===== config.mk =====
export PLATFORM = sky130hd
export DESIGN_NAME = serial_parity_rx
export DESIGN_NICKNAME = d
export VERILOG_FILES = /design/src/rtl/serial_parity_rx.sv
export SDC_FILE = /design/constraint.sdc
export NUM_CORES = 1
export LEC_CHECK = 0
export ABC_AREA = 1
export CAP_MARGIN = 20
export CORE_MARGIN = 10
export CORE_UTILIZATION = 44
export DETAILED_ROUTE_END_ITERATION = 6
export GPL_ROUTABILITY_DRIVEN = 0
export PLACE_DENSITY = 0.67
export SLEW_MARGIN = 5
export SYNTH_ARGS = -nofsm -noshare
export SYNTH_HDL_FRONTEND = slang
export SYNTH_SLANG_ARGS = --single-unit

===== constraint.sdc =====
create_clock -name clk -period 1.15 [get_ports clk]
set_input_delay 0.23 -clock clk [delete_from_list [all_inputs] [get_ports clk]]
set_output_delay 0.23 -clock clk [all_outputs]
set_load 0.01 [all_outputs]

===== src/rtl/serial_parity_rx.sv =====
// Serial frame receiver: start, DATA_W data bits LSB first, parity, stop.
// Rebuilds the word, checks parity with an XOR accumulator, flags framing errors.
module serial_parity_rx #(
    parameter int DATA_W     = 8,
    parameter bit PARITY_ODD = 1'b0
) (
    input  logic              clk,
    input  logic              rst_n,
    input  logic              bit_en,
    input  logic              rx,
    output logic [DATA_W-1:0] data_out,
    output logic              valid,
    output logic              parity_err,
    output logic              frame_err,
    output logic              busy
);

    localparam int CNT_W = $clog2(DATA_W + 1);
    localparam logic [CNT_W-1:0] LAST_BIT = CNT_W'(DATA_W - 1);

    typedef enum logic [1:0] {
        IDLE,
        DATA,
        PARITY,
        STOP
    } state_t;

    state_t            state;
    logic [CNT_W-1:0]  bit_cnt;
    logic [DATA_W-1:0] shreg;
    logic              acc;
    logic              perr;

    always_ff @(posedge clk or negedge rst_n) begin
        if (!rst_n) begin
            state      <= IDLE;
            bit_cnt    <= '0;
            shreg      <= '0;
            acc        <= 1'b0;
            perr       <= 1'b0;
            data_out   <= '0;
            valid      <= 1'b0;
            parity_err <= 1'b0;
            frame_err  <= 1'b0;
            busy       <= 1'b0;
        end else begin
            // valid is a strobe: it drops on the next edge whether or not bit_en is high
            valid <= 1'b0;
            if (bit_en) begin
                unique case (state)
                    IDLE: begin
                        if (!rx) begin
                            state   <= DATA;
                            bit_cnt <= '0;
                            acc     <= PARITY_ODD;
                            busy    <= 1'b1;
                        end
                    end
                    DATA: begin
                        shreg   <= {rx, shreg[DATA_W-1:1]};
                        acc     <= acc ^ rx;
                        bit_cnt <= bit_cnt + 1'b1;
                        if (bit_cnt == LAST_BIT) begin
                            state <= PARITY;
                        end
                    end
                    PARITY: begin
                        perr  <= acc ^ rx;
                        state <= STOP;
                    end
                    STOP: begin
                        data_out   <= shreg;
                        parity_err <= perr;
                        frame_err  <= ~rx;
                        valid      <= 1'b1;
                        busy       <= 1'b0;
                        state      <= IDLE;
                    end
                    default: state <= IDLE;
                endcase
            end
        end
    end

endmodule


Word level (Yosys, flattened, before mapping)
Index checks and enable logic that the tools add are counted.
{ "classes": {"muxes": 11, "n_reduce_logical": 9, "eq_ne": 6, "n_bitwise": 2, "add_sub_neg": 1} }
{ "op_table": {"columns": ["cell", "n"], "rows": [
  ["$reduce_and A3 Y1", 3],
  ["$pmux W2 S4", 1],
  ["$pmux W4 S2", 1],
  ["$reduce_and A2 Y1", 3],
  ["$add A4 B1 Y4 const B", 1],
  ["$eq A2 B2 Y1 const B", 2],
  ["$eq A4 B3 Y1 const B", 1],
  ["$mux W1", 4],
  ["$mux W2", 2],
  ["$mux W4", 1],
  ["$ne A2 B2 Y1 const B", 2],
  ["$pmux W1 S2", 2],
  ["$reduce_bool A2 Y1", 2],
  ["$eq A2 B1 Y1 const B", 1],
  ["$logic_not A2 Y1", 1],
  ["$not A1 Y1", 1],
  ["$xor A1 B1 Y1", 1]
]} }
{ "totals": {"output_inout_bits": 12, "in_bits": 4, "ff_bits": 28} }

Longest topological paths before layout
Gate-level depths: netlist of the first run.
{ "depth": {"ltp_word": 3, "mapped_depth": 8, "ltp_nobuf": 8} }

Least setup slack after synthesis of the first run
No wires, ideal clock.
{ "synth_path": {"path_kind": "reg-to-reg", "from": "reg state[1]", "to": "reg bit_cnt[2]", "path_stages_with_launch": 8, "t_required_ps": 1032, "n_path_buf": 0, "period_less_slack_ps": 1284, "path_slack_ps": -134, "arrival_ps": 1166, "setup_ps": 118, "cell_sequence": "dfrtp_1 inv_1 ha_1 nor2_1 nor2_4 inv_2 nand2_1 o21ai_2"} }
{ "synth_between": {"elab_chain_len": 3} }
{ "synth_lines": {"columns": ["element", "line_no", "rtl"], "rows": [
  ["start, declared", "28", "state_t state;"],
  ["start signal, assigned", "36", "state <= IDLE;"],
  ["start signal, assigned", "53", "state <= DATA;"],
  ["start signal, assigned", "64", "state <= PARITY;"],
  ["$eq A2 B1 Y1 or $logic_not A2 Y1 (tied branches)", "50", "unique case (state)"],
  ["$reduce_bool A2 Y1 (no line) or $ne A2 B2 Y1 (tied branches)", null, null],
  ["$reduce_and A3 Y1 (no line)", null, null],
  ["end signal, assigned", "62", "bit_cnt <= bit_cnt + 1'b1;"],
  ["end, declared", "29", "logic [CNT_W-1:0] bit_cnt;"]
]} }
Parallel ways exist; a longest one is shown, timed or not.
A chain may end at the register's enable or synchronous reset.

Worst setup path after layout of the first run
{ "layout_path": {"from": "reg state[0]", "to": "reg bit_cnt[3]"} }
Same word-level chain as after synthesis.

==> run summary, run 1 <==
Max FO, Critical Path: 4
DR vias/cell: 4.80
Clock Skew: 0.00390 ns
Ant diodes: 0
Met3 routed WL: 123 um
Top cells by area, synth: dfrtp_1, nand2_1, ha_1, inv_1, o21ai_1
Max Clk Rate: 779 MHz
First-pass GRT wire length: 4.15 mm
Leading register cell type out of synthesis: dfrtp_1
Switch share: 0.393
GRT Util Overall: 0.0978
Drt drc: 0
ANT nets after route: 0
Hold_ws: 0.221 ns
Num CTS Buffers: 3
TritonCTS clock tree: built
Hold Crit Class: primary input to async pin
Met1 WL: 1.14 mm
Detail Placement HPWL: 1.61 mm
Post-synth cell types: 23
Cell Area, Placed: 1520 sq um
Vias: 964
CP Class: register to register
DIE AREA: 5310 sq um
Setup-failing EPs final: 27
Die width: 72.9 um
Row count: 19
Fin crit share: 1.12
Post-synth EDFFs: 0
Internal Power: 2.66 mW
Power per Cell Area: 2490 nW/um^2
Clk buf depth: 2
Number of max-cap violations: 0
Syn_area_per_cell: 9.33 sq um
Share of post-route cells with drive strength above 1: 0.447
Die Ht: 72.9 um
Slew @ Worst Pin: 0.275 ns
Synthesized flop and latch total: 28
Worst EP arrival: 1.57 ns
Slew Viols, Final: 0
Layout Nets: 181
Mapped Cells: 132
Yosys warning count: 0
Vias in the first global route: 937
Clk pin slew, worst setup/hold paths: 0.15 ns
CORE AREA: 2710 sq um
Synth top area share: 0.569
Area Growth Syn to Fin: 42.5%
Uppermost routed layer: met4
Status: finished, violations left
Iter 0 DRT Violations: 47
Pleak: 0.883 nW
Clock H-tree levels: 1
Worst-Skew Late Latency: 0.33 ns
Hold Buf Count CTS: 0
Asr flop ratio synth: 1.00
Final Hold Fails: 0
Largest net degree at the start of global routing: 29
NetSw: 1.72 mW
GRT overflow: 0
Startpoint types: register
Part of the power in registers: 0.379
Final Worst Setup Slack: -0.133 ns
Area leader, netlist: dfrtp_1
Clk network pwr share: 0.112
Reg-to-reg startpoint: state[0]$_DFFE_PN0P_
Critical Path Sink Type: register
Worst EP required: 1.44 ns
RSZ-0062 raised after global routing: true
Metal2 WL: 1.33 mm
Clock Tree Root: clkbuf_4
Initial Utilization: 0.454
CP startpoint: state[0]$_DFFE_PN0P_
Design Area, Final: 1750 sq um
Mapped cell area: 1230 sq um
Ports: 16
WL per Instance: 13.2 um
Initial antenna violation count: 0
Routed WL: 2.65 mm
Period minus WS final: 1.28 ns
Max transition margin: 0.816
Worst vdd ir: 1.57 mV
Sequential area share after synthesis: 0.569
Clock sink total: 28
Syn_nets: 142
Failing checks: negative setup slack
Detailed Routing Iterations Pass 1: 4
Logic pwr share: 0.508
I/O Buffers: 15
-- cell type report --
cell class	count	area (sq um)
clock buffer	4	36.3
multi-input combinational	85	597
inverter	17	66.3
tap	31	38.8
fill	224	956
sequential	28	702
timing repair buffer	36	314
-- cell usage after synthesis (2+ instances only) --
cell     instances
inv_1           15
ha_1             6
nand4_1          2
nor2_1           5
dfrtp_1         28
a21oi_1          2
inv_2            2
nand2_1         40
nand3_1          2
o21ai_1         11
o21ai_0          7
-- cell usage in the layout (no fill, tap or decap), drive strengths merged, types with 2 or more instances in the layout --
master,netlist,final
buf,2,32
nor2,6,6
ha,6,6
clkdlybuf4s50,0,3
a21oi,2,2
dfrtp,28,28
clkbuf,1,5
nand3,3,3
nand4,2,2
o21ai,19,19
nand2,42,43
inv,17,17
-- repair_timing --
action	CTS	global route
cloned	1	2
buffers inserted	5	5
hold endpoints to repair	0	0
endpoints found under the setup margin	37	32
gates resized for setup	55	33
pin swaps	3	2
-- metrics by stage --
stage                     utilization  total power [mW]  TNS, ns  std cells  setup slack (ns)
after global placement          0.560              3.34    -3.87        184            -0.173
after detailed placement        0.560              3.40    -4.28        184            -0.198
after floorplan                     -              2.66   -0.195        132           -0.0535
final                           0.647              4.37    -1.59        201            -0.133
after CTS                       0.584              3.91   -0.871        194           -0.0861
after global routing            0.647              4.72    -3.33        201            -0.192
-- power by group through the flow --
stage	registers, mW	clock network, mW	logic [mW]
after CTS	1.63	0.490	1.79
after global placement	1.64	0	1.70
after floorplan	1.72	0	0.936
after global routing	1.71	0.519	2.49
final	1.66	0.491	2.22
after detailed placement	1.66	0	1.74
-- critical path, stage by stage (launching register included) --
cell and delay (ns):
dfrtp_2 0.47, inv_2 0.07, ha_4 0.18, nand2_4 0.07
nand2_4 0.07, nor2_4 0.15, nand4_1 0.14, nand2_2 0.09
-- path summary, 6_finish.rpt --
kind	end	slack, ns	depth (start not counted)
worst max-delay path	bit_cnt[3]$_DFFE_PN0P_	-0.13	7
worst min-delay path	shreg[5]$_DFFE_PN0P_	0.22	2
worst max register to register	bit_cnt[3]$_DFFE_PN0P_	-0.13	7
worst min register to register	data_out[4]$_DFFE_PN0P_	0.50	2
max in group asynchronous	state[0]$_DFFE_PN0P_	0.76	2
min in group clk	data_out[4]$_DFFE_PN0P_	0.50	2
-- layer usage --
metal,GRT usage,vias to the layer above
li1,-,494
met4,0.0506,0
met2,0.166,13
met3,0.0313,5
met1,0.106,452
met5,0,-
-- sequential cells by signal, summed over array words and instances (netlist names) --
register / cells
parity_err: 1
bit_cnt: 4
valid: 1
state: 2
acc: 1
shreg: 8
busy: 1
data_out: 8
frame_err: 1
perr: 1
-- cell families after synthesis --
logic type,share of synthesized area
buffers and inverters,0.0691
xor gates and xnor gates,0.00712
DFF,0.569
AOI/OAI and AO/OA,0.102
adders and majority gates,0.0610
and+or+nand+nor,0.192
(Power assumes the default switching activity.)
==> run 2: changes to the inputs <==
- ABC_AREA: 1 -> 0
- CORE_MARGIN: 10 -> 3
- GPL_ROUTABILITY_DRIVEN: 0 -> 1
==> run 2 against run 1 <==
- the flow still finishes with violations (negative setup slack)
- clock-buffer cell count fell by 1
- sequential power rose by 5%
- non-clock buffer count grew 3
- sequential cell count did not move
- clock skew increased by 0.0028 ns
- worst hold slack better by 0.014 ns
- first-iteration DRC count shrank 62%
- register-to-register slack got worse by 0.14 ns
==> run summary, run 2 <==
Detailed Routing Iterations Pass 1: 4
CP Class: register to register
Most common cell in the synthesized netlist: dfrtp_1
Worst vdd ir: 1.94 mV
Mapped Cells: 98
Num CTS Buffers: 3
Layout Nets: 148
Post-synth EDFFs: 0
Clock Skew: 0.00668 ns
Asr flop ratio synth: 1.00
Final Worst Setup Slack: -0.268 ns
Clk pin slew, worst setup/hold paths: 0.15 ns
Commonest cells in the netlist: dfrtp_1, mux2_2, ha_1, o21ai_0, nand2_1
Largest net degree at the start of global routing: 29
GRT Util Overall: 0.171
Period minus WS final: 1.42 ns
GPL Wtd Cong: 0.774
Design Area, Final: 1740 sq um
Ports: 16
GRT overflow: 0
I/O Buffers: 15
Clock Tree Root: clkbuf_4
Detail Placement HPWL: 1.74 mm
Post-synth cell types: 27
Syn_nets: 108
ANT nets after route: 0
Vias in the first global route: 907
Worst EP required: 1.39 ns
Clk buf depth: 2
Leading register cell type out of synthesis: dfrtp_1
WL per Instance: 16.1 um
Most common library cell in the layout ignoring fill and taps: dfrtp_1
Grt met2 use: 0.285
Max transition margin: 0.877
Synthesized flop and latch total: 28
Worst EP arrival: 1.65 ns
Area leader, netlist: dfrtp_1
Top cells by area, synth: dfrtp_1, mux2_2, ha_1, o21ai_0, buf_4
Synth top area share: 0.542
Leading cell types in the layout, fill and taps excluded: dfrtp_1, buf_4, mux2_2
Area Growth Syn to Fin: 34.8%
Hold Crit Class: primary input to async pin
Clock H-tree levels: 1
Max FO, Critical Path: 4
Grt met1 use: 0.223
Sequential area share after synthesis: 0.542
Die width: 60.2 um
Ant diodes: 0
DR vias/cell: 5.27
Yosys warning count: 0
Max Clk Rate: 705 MHz
Startpoint types: register
Row count: 19
Power per Cell Area: 2640 nW/um^2
Mapped cell area: 1290 sq um
M3 GR Usage: 0.0281
RSZ-0062 raised after global routing: true
Drt drc: 0
Busiest grt layer: met2
First-pass GRT wire length: 4.40 mm
CORE AREA: 2780 sq um
Routed WL: 2.69 mm
Syn_area_per_cell: 13.2 sq um
Setup-failing EPs final: 27
Initial Utilization: 0.465
Pleak: 0.793 nW
Failing checks: negative setup slack
TritonCTS clock tree: built
Largest regs: data_out: 8 flops, shreg: 8 flops, bit_cnt: 4 flops
Iter 0 DRT Violations: 18
Critical Path Sink Type: register
Slew Viols, Final: 0
Vias: 880
Worst-Skew Late Latency: 0.33 ns
DIE AREA: 3620 sq um
Clock sink total: 28
Status: finished, violations left
Final Hold Fails: 0
Slew @ Worst Pin: 0.184 ns
Cell Area, Placed: 1640 sq um
Fin crit share: 1.23
Die Ht: 60.2 um
Share of post-route cells with drive strength above 1: 0.596
Number of max-cap violations: 0
Hold_ws: 0.234 ns
Initial antenna violation count: 0
-- run 2: repair_timing --
item	CTS	global route
hold buffers	0	0
pin swaps	11	4
endpoints found under the setup margin	40	28
resized for setup	68	6
hold endpoints to repair	0	0
setup buffers	5	0
cloned	1	0
-- run 2: critical path, stage by stage, from the launching register on --
cell     delay (ns)
dfrtp_1        0.42
inv_2          0.07
ha_4           0.17
a21bo_4        0.22
a21oi_4        0.13
mux2_4         0.31
-- run 2: final cells by class --
type | instances | area [sq um]
timing repair buffer | 39 | 313
clock buffer | 3 | 22.5
inverter | 4 | 15.0
fill | 216 | 1040
tap | 31 | 38.8
sequential | 28 | 701
multi-input combinational | 62 | 653
-- run 2: cells by family (layout without fill, tap and decap cells) --
kind of cell | after synthesis | after routing | synth area share
simple gates | 16 | 17 | 0.0668
compound gates | 19 | 19 | 0.118
xor+xnor | 1 | 1 | 0.00678
buf+inv | 9 | 46 | 0.0436
fa+ha+maj | 6 | 6 | 0.0581
flops | 28 | 28 | 0.542
mux | 19 | 19 | 0.165
-- run 2: stage by stage --
step / utilization / power [mW] / worst slack [ns] / instances / TNS, ns
2_1_floorplan: - / 2.98 / -0.336 / 98 / -3.26
3_5_place_dp: 0.590 / 3.98 / -0.456 / 158 / -10.48
6_report: 0.627 / 4.61 / -0.268 / 167 / -4.88
3_3_place_gp: 0.590 / 3.86 / -0.416 / 158 / -9.61
4_1_cts: 0.615 / 4.51 / -0.267 / 167 / -4.89
5_1_grt: 0.627 / 4.92 / -0.311 / 167 / -6.04
-- run 2: worst paths after layout --
| path | startpoint | end | slack [ns] | cells after the start |
|---|---|---|---|---|
| max | state[0]$_DFFE_PN0P_ | state[1]$_DFFE_PN0P_ | -0.27 | 5 |
| min | rst_n | state[1]$_DFFE_PN0P_ | 0.23 | 2 |
| max reg2reg | state[0]$_DFFE_PN0P_ | state[1]$_DFFE_PN0P_ | -0.27 | 5 |
| min reg2reg | data_out[5]$_DFFE_PN0P_ | data_out[5]$_DFFE_PN0P_ | 0.51 | 1 |
| max in group asynchronous | rst_n | data_out[4]$_DFFE_PN0P_ | 0.76 | 2 |
| min in group clk | data_out[5]$_DFFE_PN0P_ | data_out[5]$_DFFE_PN0P_ | 0.51 | 1 |
-- run 2: per-layer routing --
layer | vias to the layer above | wire length [um]
met5 | - | 0
li1 | 423 | -
met4 | 0 | 31
met1 | 438 | 1190
met3 | 4 | 106
met2 | 15 | 1360
-- run 2: power by group --
| part | leakage (nW) | switching, mW | internal (mW) | total, mW |
|---|---|---|---|---|
| Sequential | 0.341 | 0.293 | 1.45 | 1.74 |
| Clock | 0.0138 | 0.285 | 0.123 | 0.408 |
| Combinational | 0.439 | 1.09 | 1.37 | 2.45 |
| Total | 0.793 | 1.67 | 2.94 | 4.61 |
==> run 3: changes to the inputs <==
- CAP_MARGIN: 20 -> unset
==> results of run 3 <==
Same layout as run 2: the final DEF is identical, and so are final timing and power.
